===== src/rtl/hs_defs.sv =====
// ---------------------------------------------------------------------------
// hs_defs -- shared definitions for the 4-phase handshake CDC pair
// (hs_rx destination side, hs_tx source side).
//
// Contents:
//   hs_state_e : three-state handshake FSM encoding (IDLE/HOLD/ACK)
//   HS_WIDTH   : default data bus width
//   HS_CNT_W   : default transfer-counter width
// ---------------------------------------------------------------------------
package hs_defs;

  typedef enum logic [1:0] {
    IDLE = 2'd0,
    HOLD = 2'd1,
    ACK  = 2'd2
  } hs_state_e;

  localparam int HS_WIDTH = 8;
  localparam int HS_CNT_W = 8;

endpackage : hs_defs


===== src/rtl/hs_rx.sv =====
// ---------------------------------------------------------------------------
// hs_rx -- destination side of a 4-phase req/ack clock-domain crossing.
//
// A word held stable by the source is captured when the (externally
// synchronized) request is seen high, presented to a local valid/ready
// consumer, and acknowledged once the consumer takes it. The acknowledge
// stays high until the request is withdrawn.
//
// Ports:
//   clk        in   destination-domain clock (rising edge)
//   rst        in   asynchronous active-high reset
//   req_sync   in   4-phase request, already synchronized to clk
//   data_in    in   [WIDTH]  source data, stable while req is high
//   ack        out  registered 4-phase acknowledge to the source domain
//   out_valid  out  captured word available to the local consumer
//   out_data   out  [WIDTH]  captured word, constant while out_valid=1
//   out_ready  in   local consumer accepts the word
//   xfer_cnt   out  [CNT_W]  completed local handshakes, wraps silently
//   proto_err  out  sticky: request withdrawn before acknowledge
// ---------------------------------------------------------------------------
module hs_rx
  import hs_defs::*;
#(
  parameter int WIDTH = HS_WIDTH,
  parameter int CNT_W = HS_CNT_W
) (
  input  logic             clk,
  input  logic             rst,
  input  logic             req_sync,
  input  logic [WIDTH-1:0] data_in,
  output logic             ack,
  output logic             out_valid,
  output logic [WIDTH-1:0] out_data,
  input  logic             out_ready,
  output logic [CNT_W-1:0] xfer_cnt,
  output logic             proto_err
);

  hs_state_e        state_q, state_d;
  logic             ack_q, ack_d;
  logic             valid_q, valid_d;
  logic [WIDTH-1:0] data_q, data_d;
  logic [CNT_W-1:0] cnt_q, cnt_d;
  logic             err_q, err_d;

  always_ff @(posedge clk or posedge rst) begin
    if (rst) begin
      state_q <= IDLE;
      ack_q   <= 1'b0;
      valid_q <= 1'b0;
      data_q  <= '0;
      cnt_q   <= '0;
      err_q   <= 1'b0;
    end else begin
      state_q <= state_d;
      ack_q   <= ack_d;
      valid_q <= valid_d;
      data_q  <= data_d;
      cnt_q   <= cnt_d;
      err_q   <= err_d;
    end
  end

  always_comb begin
    state_d = state_q;
    ack_d   = ack_q;
    valid_d = valid_q;
    data_d  = data_q;
    cnt_d   = cnt_q;
    err_d   = err_q;

    case (state_q)
      IDLE: begin
        ack_d   = 1'b0;
        valid_d = 1'b0;
        if (req_sync) begin
          data_d  = data_in;
          valid_d = 1'b1;
          state_d = HOLD;
        end
      end

      HOLD: begin
        // A request dropped before we acknowledged is flagged, but the
        // word already captured is still delivered normally.
        if (!req_sync) begin
          err_d = 1'b1;
        end
        if (valid_q && out_ready) begin
          valid_d = 1'b0;
          ack_d   = 1'b1;
          cnt_d   = cnt_q + 1'b1;
          state_d = ACK;
        end
      end

      ACK: begin
        if (!req_sync) begin
          ack_d   = 1'b0;
          state_d = IDLE;
        end
      end

      default: begin
        // Unused encoding: fall back to a clean idle.
        ack_d   = 1'b0;
        valid_d = 1'b0;
        state_d = IDLE;
      end
    endcase
  end

  assign ack       = ack_q;
  assign out_valid = valid_q;
  assign out_data  = data_q;
  assign xfer_cnt  = cnt_q;
  assign proto_err = err_q;

endmodule : hs_rx

===== config.mk =====
export PLATFORM = sky130hd
export DESIGN_NAME = hs_rx
export DESIGN_NICKNAME = d
export VERILOG_FILES = /design/src/rtl/hs_defs.sv /design/src/rtl/hs_rx.sv
export SDC_FILE = /design/constraint.sdc
export NUM_CORES = 1
export LEC_CHECK = 0
export BUFFER_PORTS_ARGS = -buffer_cell sky130_fd_sc_hd__buf_4
export CORE_MARGIN = 3
export CORE_UTILIZATION = 35
export CTS_CLUSTER_SIZE = 25
export DETAILED_ROUTE_END_ITERATION = 7
export GPL_TIMING_DRIVEN = 0
export PLACE_DENSITY = 0.62
export SYNTH_ARGS = -nofsm -noshare
export SYNTH_HDL_FRONTEND = slang
export SYNTH_SLANG_ARGS = --single-unit

===== constraint.sdc =====
create_clock -name clk -period 3.77 [get_ports clk]
set_input_delay 0.754 -clock clk [delete_from_list [all_inputs] [get_ports clk]]
set_output_delay 0.754 -clock clk [all_outputs]
set_load 0.02 [all_outputs]

[Yosys cells after proc, flatten, opt, wreduce, memory -nomap -nowiden]
Index checks and enable logic that the tools add are counted.
W data, S select, Z words.
Storage, ports and cells
  bits in registers: 21
  latch bits: 0
  RAM bits: 0
  ROM bits: 0
  bits of input ports: 12
  output and inout port bits: 19
  logic and storage cells: 32
  memories kept: 0
Cells by class
  add/subtract/negate cells: 1
  $mul: 0
  div/mod/pow operators: 0
  order comparisons: 0
  equal/unequal tests: 5
  shift-type cells: 0
  multiplexer cells: 10
  bitwise gates (word level): 2
  reductions and logical operators: 8
Operators with widths (count)
  $reduce_and A2 Y1: 5
  $add A8 B1 Y8 const B: 1
  $mux W2: 3
  $ne A2 B2 Y1 const B: 3
  $pmux W2 S3: 1
  $mux W1: 4
  $pmux W1 S3: 1
  $reduce_and A3 Y1: 1
  $eq A2 B1 Y1 const B: 1
  $eq A2 B2 Y1 const B: 1
  $logic_not A2 Y1: 1
  $not A1 Y1: 2
  $pmux W1 S2: 1
  $logic_and A1 B1 Y1: 1

[Depth between registers and ports, before layout]
  depth in word-level cells: 3
  mapped depth: 4
  mapped depth without buffers: 4

[Worst setup path after synthesis]
Ideal clock, no wire load.
  kind: input to register
  start point: input req_sync
  end point: register data_q[0], in the netlist out_data[0]
  setup time: 0.125 ns
  arrival time: 1.505 ns
  data required time: 3.645 ns
  path slack: 2.140 ns
  cell stages on the path: 4
  path buffers: 1
  path through: nor2b_2 > nor2b_1 > buf_6 > mux2_2
Between the ends
  word-level cells in the longest chain between the ends: 1
Ends and longest elaborated chain
  from (decl): RTL line hs_rx.sv:29  | input logic req_sync,
  $reduce_and A2 Y1 (no line)
  to (signal assigned): RTL line hs_rx.sv:58  | data_q <= data_d;
  to (decl): RTL line hs_rx.sv:42  | logic [WIDTH-1:0] data_q, data_d;
No other way between the ends.
A chain may end at the register's enable or synchronous reset.

[Worst setup path in the final report]
  start point: register valid_q, in the netlist out_valid
  end point: output out_valid
RTL lines
  from (decl): RTL line hs_rx.sv:41  | logic valid_q, valid_d;
  from (signal assigned): RTL line hs_rx.sv:57  | valid_q <= valid_d;
  to (decl): RTL line hs_rx.sv:32  | output logic out_valid,
No word-level cell between the ends.

==> flow_summary.ini <==
[logic_synthesis]
synthTopCellsByArea = dfrtp_1 (59%), mux2_2 (10%), xor2_1 (3.9%), nand2_1 (3.4%), xnor2_1 (2.9%)
synth_top_family_by_area = simple AND/OR/NAND/NOR gates
muxShareOfSynthArea = 0.101
synth-compound-area-share = 0.0364
synth_fp_nets = 81
syn_inst = 68
yosysMostFrequentCell = dfrtp_1
synthAdderAreaFrac = 0.0140
async_reset_ff_frac = 1.00
avgSynthCellArea_um2 = 13.2
ys_warn_count = 0
yosysSeqAreaShare = 0.587
ys_types = 24
yosys.area_share.simple = 0.172
netlist_area_um2 = 895
synth_xor_area_frac = 0.0685
synth.top_cell.area_share = 0.587
synth_seq_cells = 21
synth_edf_count = 0
ys.flop_type = dfrtp_1
synth_area_leader_cell = dfrtp_1
yosys-top-cells-count = dfrtp_1 (21), mux2_2 (8), nand2_1 (8), xor2_1 (4)

[die]
start_util = 0.386
dieArea_mm2 = 0.00320
io_pins = 31
rows = 17
dieWidth_um = 56.6
die_h_um = 56.6
core_area_mm2 = 0.00232

[timing]
period_minus_slack_ns = 1.72
rsz0062_at_grt = false
finalSetupViolations = 0
tightestPinTransition_ns = 0.763
finalCritPeriodShare = 0.455
tns_ns = 0
clock.fmax_mhz = 583
slew_violations = 0
fin_skew_ns = 0.00141
hold_viol = 0
maxSlewHeadroom = 0.491

[pwr]
vdd_drop_max_mv = 0.350
leakagePower_nw = 0.616
power_density_mw_per_mm2 = 693

[layout]
antenna_cells = 0
utilization = 0.509
fin_area_mm2 = 0.00118
drive_above_1_share = 0.451
fin_nets = 116
syn_to_final_growth_pct = 32.0
stdcell_count = 130

[drt]
drtIter0Drc = 10
drt-total-wl_um = 1560
dr_total_vias = 596
antenna_left = 0
wl_per_cell_um = 12.0
drc = 0
firstDrtPassIters = 4
avgViaCountPerCell = 4.58

[grt]
grt_max_degree = 22
grt_first_pass_wirelength_um = 2740
grt_pass1_vias = 581
overflow = 0
gr-usage-all-layers = 0.108
antenna_found_initial = 0

[critical_path]
cp-end-kind = output port
slowest_delay_ns = 0.48
cp_slowest_cell = dfrtp_1
crit_fanout = 6
critPathBufInv = 1
start_kind = flop
required_ns = 3.02
cp.arrival_ns = 0.96
crit_chain = buf_4
crit_family = flip-flops
worst-setup-path-type = flop to output port

[clock_tree]
path_clk_slew_ns = 0.11
cts_setup_buffers = 0
cts_tree = yes
cts.htree.levels = 1
ctsResizeCount = 0
cts_buffer_depth = 2
insertion_delay_ns = 0.29
cts_buffers = 3
cts_hold_buf = 0
cts_root_buffer = clkbuf_4
cts.sinks = 21

[place]
place_area_mm2 = 0.00115
dp.cells = 126
dpl.hpwl_um = 1170
port_buffers = 30
finalWeightedCongestion = 0.686

[job]
max-cap-violations = 0

[status]
status = completed

[hold_path]
hp-class = flop to flop
## power by group
part | total (mW) | switching, mW | leakage [nW] | internal (mW)
logic | 0.347 | 0.172 | 0.340 | 0.175
registers | 0.368 | 0.0667 | 0.261 | 0.302
clock network | 0.104 | 0.0626 | 0.0150 | 0.0411
## logic make-up (layout without fill, tap and decap cells)
group,count (synthesis),count (layout)
simple gates,23,23
flops,21,21
mux,8,8
xor+xnor,7,7
compound gates,5,5
buf+inv,3,37
fa+ha+maj,1,1
## state kept, by name, summed over array words and instances (netlist names)
signal and cells:
out_data 8, xfer_cnt 8, state_q 2, ack 1, out_valid 1, proto_err 1
## metrics by stage
step	setup slack (ns)	hold slack, ns	power, mW
2_1_floorplan	2.14	0.501	0.575
3_3_place_gp	1.97	0.461	0.721
3_5_place_dp	1.95	0.467	0.727
4_1_cts	2.02	0.486	0.836
5_1_grt	1.99	0.493	0.877
6_report	2.05	0.481	0.819
## path summary, 6_finish.rpt
kind / start / end / slack [ns] / cells past startpoint
worst min-delay path: xfer_cnt[7] / xfer_cnt[7] / 0.48 / 1
worst max register to register: state_q[0] / out_data[4] / 2.31 / 4
min in group asynchronous: rst / xfer_cnt[7] / 0.59 / 2
max in group asynchronous: rst / xfer_cnt[5] / 2.71 / 2
worst max-delay path: out_valid / out_valid / 2.05 / 1
worst min register to register: xfer_cnt[7] / xfer_cnt[7] / 0.48 / 1
## metal layers
metal	vias to the layer above	global-route usage	routed length [µm]
li1	304	-	-
met1	267	0.159	766
met2	23	0.145	640
met3	2	0.0299	138
met4	0	0.0508	16
met5	-	0	0
## layout by cell type (no fill, tap or decap), drive strengths merged, types with 2 or more instances in the layout
master / n
mux2: 8
nand2: 8
dfrtp: 21
nor3: 2
inv: 2
xnor2: 3
xor2: 4
buf: 31
nor2b: 2
nor2: 3
clkbuf: 4
nand3: 2
## layout make-up
class	count	area, µm²
buffer	1	11.3
fill	216	1140
multi-input combinational	44	350
clock buffer	4	26.3
timing repair buffer	30	225
tap	28	35.0
sequential	21	526
inverter	2	7.51
Note: power is estimated with default switching activity, not from simulation.
